<file path="src/rtl/kiwi_ksubs_pkg.sv">
// kiwi_ksubs_pkg: shared run states, exit syndromes and LED layout for the KiwiC run-control block
package kiwi_ksubs_pkg;
   typedef enum logic [1:0] {ST_IDLE = 2'd0, ST_RUN = 2'd1, ST_DONE = 2'd2, ST_ABEND = 2'd3} state_e;
   localparam logic [7:0] SYN_NONE    = 8'h00;
   localparam logic [7:0] SYN_OK      = 8'h80;
   localparam logic [7:0] SYN_TIMEOUT = 8'hFE;
   localparam int LED_TERM  = 7;
   localparam int LED_ABEND = 6;
   localparam int LED_RUN   = 5;
   function automatic logic [3:0] fin_count(input logic [15:0] v);
      logic [4:0] n;
      n = '0;
      for (int i = 0; i < 16; i++) n = n + 5'(v[i]);
      return (n > 5'd15) ? 4'hF : n[3:0];
   endfunction
endpackage

</file>
<file path="src/rtl/kiwi_prio_pick.sv">
// kiwi_prio_pick: lowest-index priority encoder over a request vector
module kiwi_prio_pick #(
   parameter int N = 2
) (
   input  logic [N-1:0] req_i,
   output logic [3:0]   idx_o,
   output logic         any_o
);
   always_comb begin
      idx_o = '0;
      for (int i = N - 1; i >= 0; i--) if (req_i[i]) idx_o = 4'(i);
   end
   assign any_o = |req_i;
endmodule

</file>
<file path="src/rtl/kiwi_ksubs_director.sv">
// kiwi_ksubs_director: multi-thread run control, exit syndrome, waypoint and status LED capture
module kiwi_ksubs_director
   import kiwi_ksubs_pkg::*;
#(
   parameter int CHANNELS = 2,
   parameter int PC_W     = 2,
   parameter int CNT_W    = 32,
   parameter int TIMEOUT  = 0
) (
   input  logic                     clk,
   input  logic                     reset,
   input  logic                     start,
   input  logic                     clear,
   input  logic [CHANNELS-1:0]      fin,
   input  logic [8*CHANNELS-1:0]    abend_code,
   input  logic [CHANNELS-1:0]      wp_valid,
   input  logic [8*CHANNELS-1:0]    wp_code,
   input  logic [PC_W*CHANNELS-1:0] pc,
   output logic                     run,
   output logic [1:0]               state,
   output logic [7:0]               ksubsAbendSyndrome,
   output logic [7:0]               ksubsGpioLeds,
   output logic [7:0]               ksubsManualWaypoint,
   output logic [3:0]               wp_chan,
   output logic [CNT_W-1:0]         cycles,
   output logic [PC_W*CHANNELS-1:0] pc_export
);
   state_e                    state_q, state_d;
   logic [CNT_W-1:0]          cycles_q, cycles_d;
   logic [7:0]                syn_q, syn_d, wp_q, wp_d, leds_q, leds_d, a_code;
   logic [3:0]                wch_q, wch_d, a_idx, w_idx;
   logic [CHANNELS-1:0]       a_req;
   logic                      a_any, w_any, tmo, enter, in_run, term;
   logic [PC_W*CHANNELS-1:0]  pc_q;
   always_comb begin
      a_req = '0;
      for (int i = 0; i < CHANNELS; i++) a_req[i] = |abend_code[8*i +: 8];
   end
   kiwi_prio_pick #(.N(CHANNELS)) u_abend_pick (.req_i(a_req), .idx_o(a_idx), .any_o(a_any));
   kiwi_prio_pick #(.N(CHANNELS)) u_wp_pick (.req_i(wp_valid), .idx_o(w_idx), .any_o(w_any));
   assign a_code = abend_code[8*a_idx +: 8];
   assign tmo    = (TIMEOUT != 0) && (cycles_q == CNT_W'(TIMEOUT - 1));
   assign in_run = state_q == ST_RUN;
   assign enter  = (state_q == ST_IDLE) && start;
   assign term   = in_run && (a_any || tmo || &fin);
   always_ff @(posedge clk) state_q <= reset ? ST_IDLE : state_d;
   always_comb begin
      state_d = state_q;
      if (enter) state_d = ST_RUN;
      else if (term) state_d = (a_any || tmo) ? ST_ABEND : ST_DONE;
      else if ((state_q == ST_DONE || state_q == ST_ABEND) && clear) state_d = ST_IDLE;
   end
   // LEDs are registered from the next state so they move together with state
   always_comb begin
      leds_d            = '0;
      leds_d[LED_TERM]  = (state_d == ST_DONE) || (state_d == ST_ABEND);
      leds_d[LED_ABEND] = state_d == ST_ABEND;
      leds_d[LED_RUN]   = state_d == ST_RUN;
      leds_d[3:0]       = fin_count(16'(fin));
      cycles_d = enter ? '0 : (in_run && !term && !(&cycles_q)) ? cycles_q + CNT_W'(1) : cycles_q;
      syn_d    = enter ? SYN_NONE : term ? (a_any ? a_code : tmo ? SYN_TIMEOUT : SYN_OK) : syn_q;
      wp_d     = enter ? 8'h00 : (in_run && w_any) ? wp_code[8*w_idx +: 8] : wp_q;
      wch_d    = enter ? 4'h0 : (in_run && w_any) ? w_idx : wch_q;
   end
   always_ff @(posedge clk) begin
      cycles_q <= reset ? '0 : cycles_d;
      syn_q    <= reset ? '0 : syn_d;
      wp_q     <= reset ? '0 : wp_d;
      wch_q    <= reset ? '0 : wch_d;
      leds_q   <= reset ? '0 : leds_d;
      pc_q     <= reset ? '0 : pc;
   end
   assign run                 = in_run;
   assign state               = state_q;
   assign ksubsAbendSyndrome  = syn_q;
   assign ksubsGpioLeds       = leds_q;
   assign ksubsManualWaypoint = wp_q;
   assign wp_chan             = wch_q;
   assign cycles              = cycles_q;
   assign pc_export           = pc_q;
endmodule

</file>
<file path="config.mk">
export PLATFORM = sky130hd
export DESIGN_NAME = kiwi_ksubs_director
export DESIGN_NICKNAME = d
export VERILOG_FILES = /design/src/rtl/kiwi_ksubs_pkg.sv /design/src/rtl/kiwi_prio_pick.sv /design/src/rtl/kiwi_ksubs_director.sv
export SDC_FILE = /design/constraint.sdc
export NUM_CORES = 1
export LEC_CHECK = 0
export ABC_AREA = 1
export CORE_MARGIN = 2
export CORE_UTILIZATION = 40
export CTS_BUF_LIST = sky130_fd_sc_hd__clkbuf_16
export CTS_CLUSTER_DIAMETER = 60
export DETAILED_ROUTE_END_ITERATION = 10
export PLACE_DENSITY = 0.71
export SLEW_MARGIN = 20
export SYNTH_ARGS = -nofsm -noshare
export SYNTH_HDL_FRONTEND = slang
export SYNTH_SLANG_ARGS = --single-unit
</file>
<file path="constraint.sdc">
create_clock -name clk -period 2.6 [get_ports clk]
set_clock_uncertainty 0.15 [all_clocks]
set_input_delay 0.52 -clock clk [delete_from_list [all_inputs] [get_ports clk]]
set_output_delay 0.52 -clock clk [all_outputs]
set_load 0.005 [all_outputs]
</file>
==> impl_results.md, run 1 <==
- Outcome: finished clean
- FMAX: 436.7 MHz
- Hold_buf cts: 0
- Antenna viol nets, final: 0
- PD cells: 513.8 nW/um2
- Wire per inst: 12.80 um
- H-tree depth: 3
- Comb power frac: 0.141
- Leakage: 1.775 nW
- Register share of total power: 0.396
- CP max stage cell: dfxtp_1
- DP Wirelength: 7367 um
- Clk_lat worst skew: 320 ps
- Layout cell share with drive strength beyond 1: 0.06317
- Clock power share: 0.463
- CTS root buf: clkbuf_16
- Die Area: 9109 um2
- Hold Startpoint: wp_chan[0]
- Multi-input combinational cell area: 1913 um2
- DRT Pass-1 Iters: 4
- Peak VDD IR: 0.3252 mV
- Cells along the critical path: ha_1 > inv_2 > nor2_4 > nand2_4 > nor2_4 > nand2_2 > nand3_2 > buf_4 > nand2_1 > a21oi_1
- RSZ-0062 raised after global routing: no
- Post-synthesis cell count: 533
- Fin. Hold Viols: 0
- Tcrit/Tclk final: 0.8808
- Clock buffer depth: 2
- Total GRT Usage: 0.2281
- Total clock sinks: 59
- # IOs: 111
- Post-DR vias/cell: 4.817
- PortBufs: 104
- Least-Margin Pin Slew: 537.3 ps
- Buf+Inv Stages, Crit Path: 2
- Sw frac: 0.2387
- Setup TNS: 0 ps
- # DRC: 0
- Max_cap viols: 0
- Mapped cell area: 3344 um2
- Seq/Total Area, Yosys: 0.3532
- Final setup viols: 0
- WL final: 9648 um
- Min Clock Period, post-route: 2290 ps
- Core area: 8175 um2
- Drt initial violations: 161
- Synthesized area per cell: 6.275 um2
- Clock-pin slew on the worst setup and hold paths: 50 ps
- Commonest cells after routing, fill and taps aside: nand2_1, clkdlybuf4s50_1, nor2_1
- Die Width: 95.44 um
- Max_slew headroom: 0.6394
- CP Class: flop to flop
- Row count: 33
- Element type at the critical path start: flop
- CP Data Arrival Time: 2380 ps
- Setup WS post-layout: 309.9 ps
- P_int: 0.001863 W
- TritonCTS clock tree: done
- WP data required: 2690 ps
- Number of global-route vias before repair: 3533
- Yosys reg bits: 59
- First-pass GRT wire length: 16420 um
- Area delta synth->final: 42.42%
- HP Class: flop to flop
- Postcts setup bufs: 0
- Nets@finish: 690
- Most Frequent Cell on Critical Path: nor2_4
- Post-synth cell types: 27
- Max Slew Vio Count: 0
- Cts bufs inserted: 9
- Register area: 1181 um2
- Crit-path max FO: 32
- Worst r2r src: cycles[0]
- CP delay by family, top: simple AND/OR/NAND/NOR gates
- Net Sw Power: 0.0005842 W
- Largest net degree at the start of global routing: 33
- Origin of the worst setup path: cycles[0]
- Post_cts resized: 0
- Yosys warns: 0
- N_diodes: 0
- DR vias: 3632
- Fillers: 811
- Antenna violations before repair: 0
- Crit-path max cell delay: 470 ps
- Die H: 95.44 um
- Dpl ws: 171.3 ps
- Initial Util: 0.4091
- GP Congestion: 0.9071
- Critical path endpoint category: flop
- Most common cell after layout, fill and taps aside: nand2_1
- GR Overflow Total: 0
## cell type report
cell class              count  share of cell area
clock buffers               9             0.04728
clock inverters             7             0.01287
inverters                  38             0.02994
multi-input cells         423              0.4016
flip-flops and latches     59              0.2480
well taps                 105             0.02758
repair buffers            113              0.2327
## power groups by stage
stage,registers [W],logic (W),clock network [W]
finish,0.000970,0.000345,0.00113
global route,0.000974,0.000384,0.00121
CTS,0.000970,0.000347,0.00116
detailed placement,0.000988,0.000345,0
global placement,0.000987,0.000342,0
floorplan,0.000991,0.000134,0
## cell usage after synthesis
| cell type | instances | area share |
|---|---|---|
| nand2_2 | 3 | 0.0056 |
| nand3_2 | 1 | 0.0030 |
| clkbuf_1 | 4 | 0.0045 |
| xnor2_1 | 4 | 0.010 |
| nor2_1 | 94 | 0.11 |
| conb_1 | 1 | 0.0011 |
| inv_2 | 1 | 0.0011 |
| a21oi_1 | 44 | 0.066 |
| nand2_4 | 1 | 0.0034 |
| inv_1 | 37 | 0.042 |
| nand4_1 | 1 | 0.0019 |
| xor2_1 | 5 | 0.013 |
| a21oi_2 | 6 | 0.016 |
| o21ai_1 | 2 | 0.0030 |
| buf_1 | 1 | 0.0011 |
| nand3_1 | 20 | 0.030 |
| ha_1 | 2 | 0.0075 |
| buf_4 | 7 | 0.016 |
| nand2_1 | 182 | 0.20 |
| nor3_1 | 7 | 0.010 |
| buf_2 | 2 | 0.0030 |
| dfxtp_1 | 59 | 0.35 |
| nor2_4 | 3 | 0.010 |
| buf_6 | 4 | 0.013 |
| nor2_2 | 4 | 0.0075 |
| nand3b_1 | 15 | 0.034 |
| o21ai_0 | 23 | 0.034 |
## final timing paths
check	end	slack, ps	depth (start not counted)
hold reg to reg	wp_chan[0]	310	2
hold / removal	wp_chan[0]	310	2
setup / recovery	cycles[26]	310	10
setup reg to reg	cycles[26]	310	10
## routing by layer
metal / share of wire / up-vias / GRT usage
met4: 0.010 / 0 / 0.07262
met2: 0.47 / 109 / 0.3815
met1: 0.45 / 1615 / 0.2832
li1: - / 1901 / -
met3: 0.069 / 7 / 0.06482
met5: 0 / - / 0
## kinds of logic (layout without fill, tap and decap cells)
group | after synthesis | count (layout) | synth area share
compound gates | 75 | 75 | 0.1190
xor+xnor | 9 | 9 | 0.02357
fa+ha+maj | 2 | 2 | 0.007481
buf+inv | 56 | 167 | 0.08043
flops | 59 | 59 | 0.3532
other cells | 1 | 6 | 0.001121
simple gates | 331 | 331 | 0.4153
## per-stage QoR
step	hold slack [ps]	util	instance area, um2	std cells	power, W
floorplan	307.1	-	3363	538	0.001125
global placement	299.8	0.5476	4477	738	0.001329
detailed placement	306.2	0.5476	4477	738	0.001332
CTS	315.3	0.5826	4763	754	0.002479
global route	335.5	0.5826	4763	754	0.002563
finish	312.9	0.5826	4763	754	0.002447
## worst min-delay path, stage by stage (launching register included)
cell	delay [ps]
dfxtp_1	310
nand2_1	60
a21oi_1	50
## sequential cells by signal, summed over array words and instances, names as in the netlist
name	flops
pc_export	4
ksubsGpioLeds	5
state	1
cycles	32
ksubsAbendSyndrome	8
wp_chan	1
ksubsManualWaypoint	8
Power figures use the tool's default switching activity.
==> inputs of run 2 (changes only) <==
Settings changed: CAP_MARGIN set to 20, PLACE_DENSITY 0.71 to 0.76.
Clock period 2.6 ns to 2 ns, I/O delays scaled along.
==> impl_results.md, run 2 (same netlist as run 1, synthesis figures left out) <==
- Most common cell after layout, fill and taps aside: nand2_1
- Fin cells: 792
- Highest metal used: met4
- Area delta synth->final: 51.52%
- Outcome: finished clean
- Nets@finish: 729
- Total GRT Usage: 0.2373
- Detailed-routing wirelength on met1: 4317 um
- DR vias: 3887
- Buf+Inv Stages, Crit Path: 2
- PD cells: 600.9 nW/um2
- DP Wirelength: 7713 um
- Leakage: 1.979 nW
- Largest net degree at the start of global routing: 31
- Fin. Hold Viols: 0
- Total clock sinks: 59
- Commonest cells after routing, fill and taps aside: nand2_1, clkdlybuf4s50_1, nor2_1
- Die Area: 9109 um2
- R2r worst-path depth: 10
- H-tree depth: 3
- WL met3: 929 um
- TritonCTS clock tree: done
- Max FFs per register: 32
- Antenna violations before repair: 0
- Hold Path Depth: 2
- Initial Util: 0.4091
- Layout cell share with drive strength beyond 1: 0.1164
- Min Clock Period, post-route: 1911 ps
- PortBufs: 104
- Post-DR vias/cell: 4.908
- Cell depth of the worst setup path: 2
- RSZ-0062 raised after global routing: no
- # IOs: 111
- CP delay by family, top: buffers and inverters
- Cells along the critical path: buf_4 > clkdlybuf4s50_1
- CTS root buf: clkbuf_16
- WL final: 10180 um
- Fillers: 746
- Die H: 95.44 um
- Antenna viol nets, final: 0
- Element type at the critical path start: flop
- # DRC: 0
- Fin area: 5067 um2
- Critical path endpoint category: primary output
- DRT Pass-1 Iters: 5
- CP max stage cell: clkdlybuf4s50_1
- Total chip power: 0.003045 W
- CP Class: flop to primary output
- Peak VDD IR: 0.5199 mV
- GR Overflow Total: 0
- Max_cap viols: 0
- Max Slew Vio Count: 0
- Crit-path max cell delay: 530 ps
- DR WL met2: 4718 um
- FMAX: 523.2 MHz
- Cts bufs inserted: 9
- Clock-pin slew on the worst setup and hold paths: 50 ps
- Placed cell count: 775
- N_diodes: 0
- Crit-path max FO: 7
- Drt initial violations: 284
- HP Class: flop to flop
- Hold Slack: 316.3 ps
- Row count: 33
- Setup TNS: 0 ps
- Die Width: 95.44 um
- WP data required: 1450 ps
- GP Congestion: 0.9025
- Post-DP Area: 4792 um2
- Clock buffer depth: 2
- Clk_lat worst skew: 320 ps
- Core area: 8175 um2
- Tcrit/Tclk final: 0.9557
- Final setup viols: 0
- CP Data Arrival Time: 1360 ps
- Number of global-route vias before repair: 3762
- Wire per inst: 12.85 um
- First-pass GRT wire length: 16880 um
-- run 2: cell count changes in the layout (fill, tap and decap cells not counted) --
cell        delta
buf_12         +3
buf_4         +35
buf_8          +1
bufinv_16      -1
clkinv_1       +2
clkinv_2       +1
clkinvlp_4     -2
dfxtp_1        -2
dfxtp_2        +2
inv_1          -1
-- run 2: final cells by class --
class                           count  area (um2)  area share
Clock buffer                        9       225.2     0.04444
Clock inverter                      6       25.02    0.004938
Inverter                           38       142.6     0.02815
Multi-Input combinational cell    423        1913      0.3775
Sequential cell                    59        1184      0.2336
Tap cell                          105       131.4     0.02593
Timing Repair Buffer              152        1446      0.2854
-- run 2: what timing repair did --
| item | in CTS | in global routing |
|---|---|---|
| endpoints found under the setup margin | 0 | 26 |
| resized for setup | 0 | 4 |
| setup buffers | 0 | 2 |
| hold endpoints to repair | 0 | 0 |
| hold buffers | 0 | 0 |
-- run 2: metal layers --
metal | vias to the layer above | global-route usage
met3 | 22 | 0.08142
met4 | 0 | 0.08571
met1 | 1728 | 0.2823
li1 | 1978 | -
met5 | - | 0
met2 | 159 | 0.3967
-- run 2: final timing paths --
check / startpoint / to / slack [ps]
min reg2reg: wp_chan[0] / wp_chan[0] / 320
max reg2reg: cycles[0] / cycles[14] / 150
max: cycles[0] / cycles[0] / 90
min: wp_chan[0] / wp_chan[0] / 320
-- run 2: tightest hold or removal path, stage by stage (launching register included) --
cell     delay, ps
dfxtp_1        310
nand2_1         60
a21oi_1         50
-- run 2: per-stage QoR --
step                setup WS, ps  utilization
finish                     88.68       0.6198
global route               7.067       0.6198
CTS                        79.99       0.6168
detailed placement        -163.7       0.5862
global placement          -123.6       0.5862
floorplan                  136.0            -
-- run 2: power by group --
part	total (W)	leakage [nW]	switching, W	internal, W
registers	0.00126	0.480	0.0000289	0.00124
logic	0.000468	1.37	0.000210	0.000259
clock network	0.00131	0.129	0.000506	0.000806
total	0.00304	1.98	0.000745	0.00230
==> inputs of run 3 (changes only) <==
Settings changed: PLACE_DENSITY 0.76 to 0.74.
==> impl_results.md, run 3 (same netlist as run 1, synthesis figures left out) <==
- Crit-path max FO: 3
- DRT Pass-1 Iters: 4
- Outcome: finished clean
- GRT Max-Usage Layer: met2
- Dpl ws: -165.2 ps
- Die Area: 9109 um2
- CP max stage cell: clkdlybuf4s50_1
- Fillers: 769
- Antenna viol nets, final: 0
- Row count: 33
- WP data required: 1450 ps
- Met3 Use GR: 0.07431
- TritonCTS clock tree: done
- Clk_lat worst skew: 330 ps
- Total clock sinks: 59
- Die H: 95.44 um
- Cells along the critical path: inv_1 > nor2_2 > clkdlybuf4s50_1
- CP Data Arrival Time: 1370 ps
- Wire per inst: 12.67 um
- # IOs: 111
- Nets@finish: 719
- Met1 Use GR: 0.2779
- Crit-path max cell delay: 520 ps
- GR Overflow Total: 0
- Postcts setup bufs: 0
- Max FFs per register: 32
- Most common cell after layout, fill and taps aside: nand2_1
- Element type at the critical path start: flop
- Post-DR vias/cell: 4.908
- Critical path endpoint category: primary output
- Layout cell share with drive strength beyond 1: 0.1078
- Antenna violations before repair: 0
- PD cells: 614.9 nW/um2
- Core Util, Final: 0.6133
- RSZ-0062 raised after global routing: yes
- Area delta synth->final: 49.91%
- Die Width: 95.44 um
- Post-DP Area: 4725 um2
- WL final: 9906 um
- Fin area: 5014 um2
- Leakage: 1.908 nW
- First-pass GRT wire length: 16960 um
- Buf+Inv Stages, Crit Path: 2
- Clock-pin slew on the worst setup and hold paths: 50 ps
- Tcrit/Tclk final: 0.9616
- M2 GR Usage: 0.3979
- Total GRT Usage: 0.2360
- DP Wirelength: 7630 um
- FF-to-FF setup slack: 110 ps
- Initial Util: 0.4091
- PortBufs: 104
- FMAX: 519.9 MHz
- # DRC: 0
- CP Class: flop to primary output
- Drt initial violations: 224
- Clock buffer depth: 2
- Peak VDD IR: 0.4952 mV
- DR vias: 3838
- Largest net degree at the start of global routing: 20
- Setup WS post-layout: 76.74 ps
- GP Congestion: 0.9968
- Max Slew Vio Count: 0
- Fin. Hold Viols: 0
- Commonest cells after routing, fill and taps aside: nand2_1, clkdlybuf4s50_1, nor2_1
- Core area: 8175 um2
- Number of global-route vias before repair: 3777
- Hold Slack: 318.1 ps
- CP delay by family, top: buffers and inverters
- Final setup viols: 0
- Total chip power: 0.003083 W
- CTS root buf: clkbuf_16
- N_diodes: 0
- Min Clock Period, post-route: 1923 ps
- HP Class: flop to flop
- Cts bufs inserted: 9
- H-tree depth: 3
- Max_cap viols: 0
[run 3: changes by cell type in the layout (fill, tap and decap cells not counted), sizes merged]
cell	previous run	this run
inv	39	38
clkinvlp	0	2
buf	48	37
[run 3: final timing paths]
kind / start / end / cells after the start
max reg2reg: cycles[0] / cycles[15] / 10
min: wp_chan[0] / wp_chan[0] / 2
min reg2reg: wp_chan[0] / wp_chan[0] / 2
max: state[0] / run / 3
[run 3: worst min-delay path, stage by stage, from the launching register on]
cell,delay (ps)
dfxtp_1,310
nand2_1,60
a21oi_1,50
[run 3: metal layers]
metal	wire [um]	part of all wire
met3	777	0.078
met4	235	0.024
met5	0	0
met1	4274	0.43
met2	4619	0.47
[run 3: repair_timing]
action                     4_1_cts  5_1_grt
hold buffers                     0        0
gates resized for setup          0       14
setup endpoints to repair        0       38
[run 3: power breakdown]
part | internal [W] | switching, W | total (W) | leakage (nW)
Sequential | 0.00123 | 0.0000295 | 0.00126 | 0.480
Clock | 0.000807 | 0.000519 | 0.00133 | 0.129
Combinational | 0.000268 | 0.000224 | 0.000493 | 1.30
Total | 0.00231 | 0.000773 | 0.00308 | 1.91
[run 3: area by class of cell]
class	instances	area, um2	share of cell area
clock inverters	6	25.02	0.004991
repair buffers	141	1368	0.2728
repair inverters	1	7.507	0.001497
clock buffers	9	225.2	0.04492
flip-flops and latches	59	1182	0.2358
well taps	105	131.4	0.02620
multi-input cells	423	1928	0.3846
inverters	38	146.4	0.02920
[run 3: through the flow]
stage	TNS [ps]	instances
final	0	782
after detailed placement	-5973	766
after global placement	-3719	766
after CTS	0	781
after floorplan	0	538
after global routing	-21.79	782
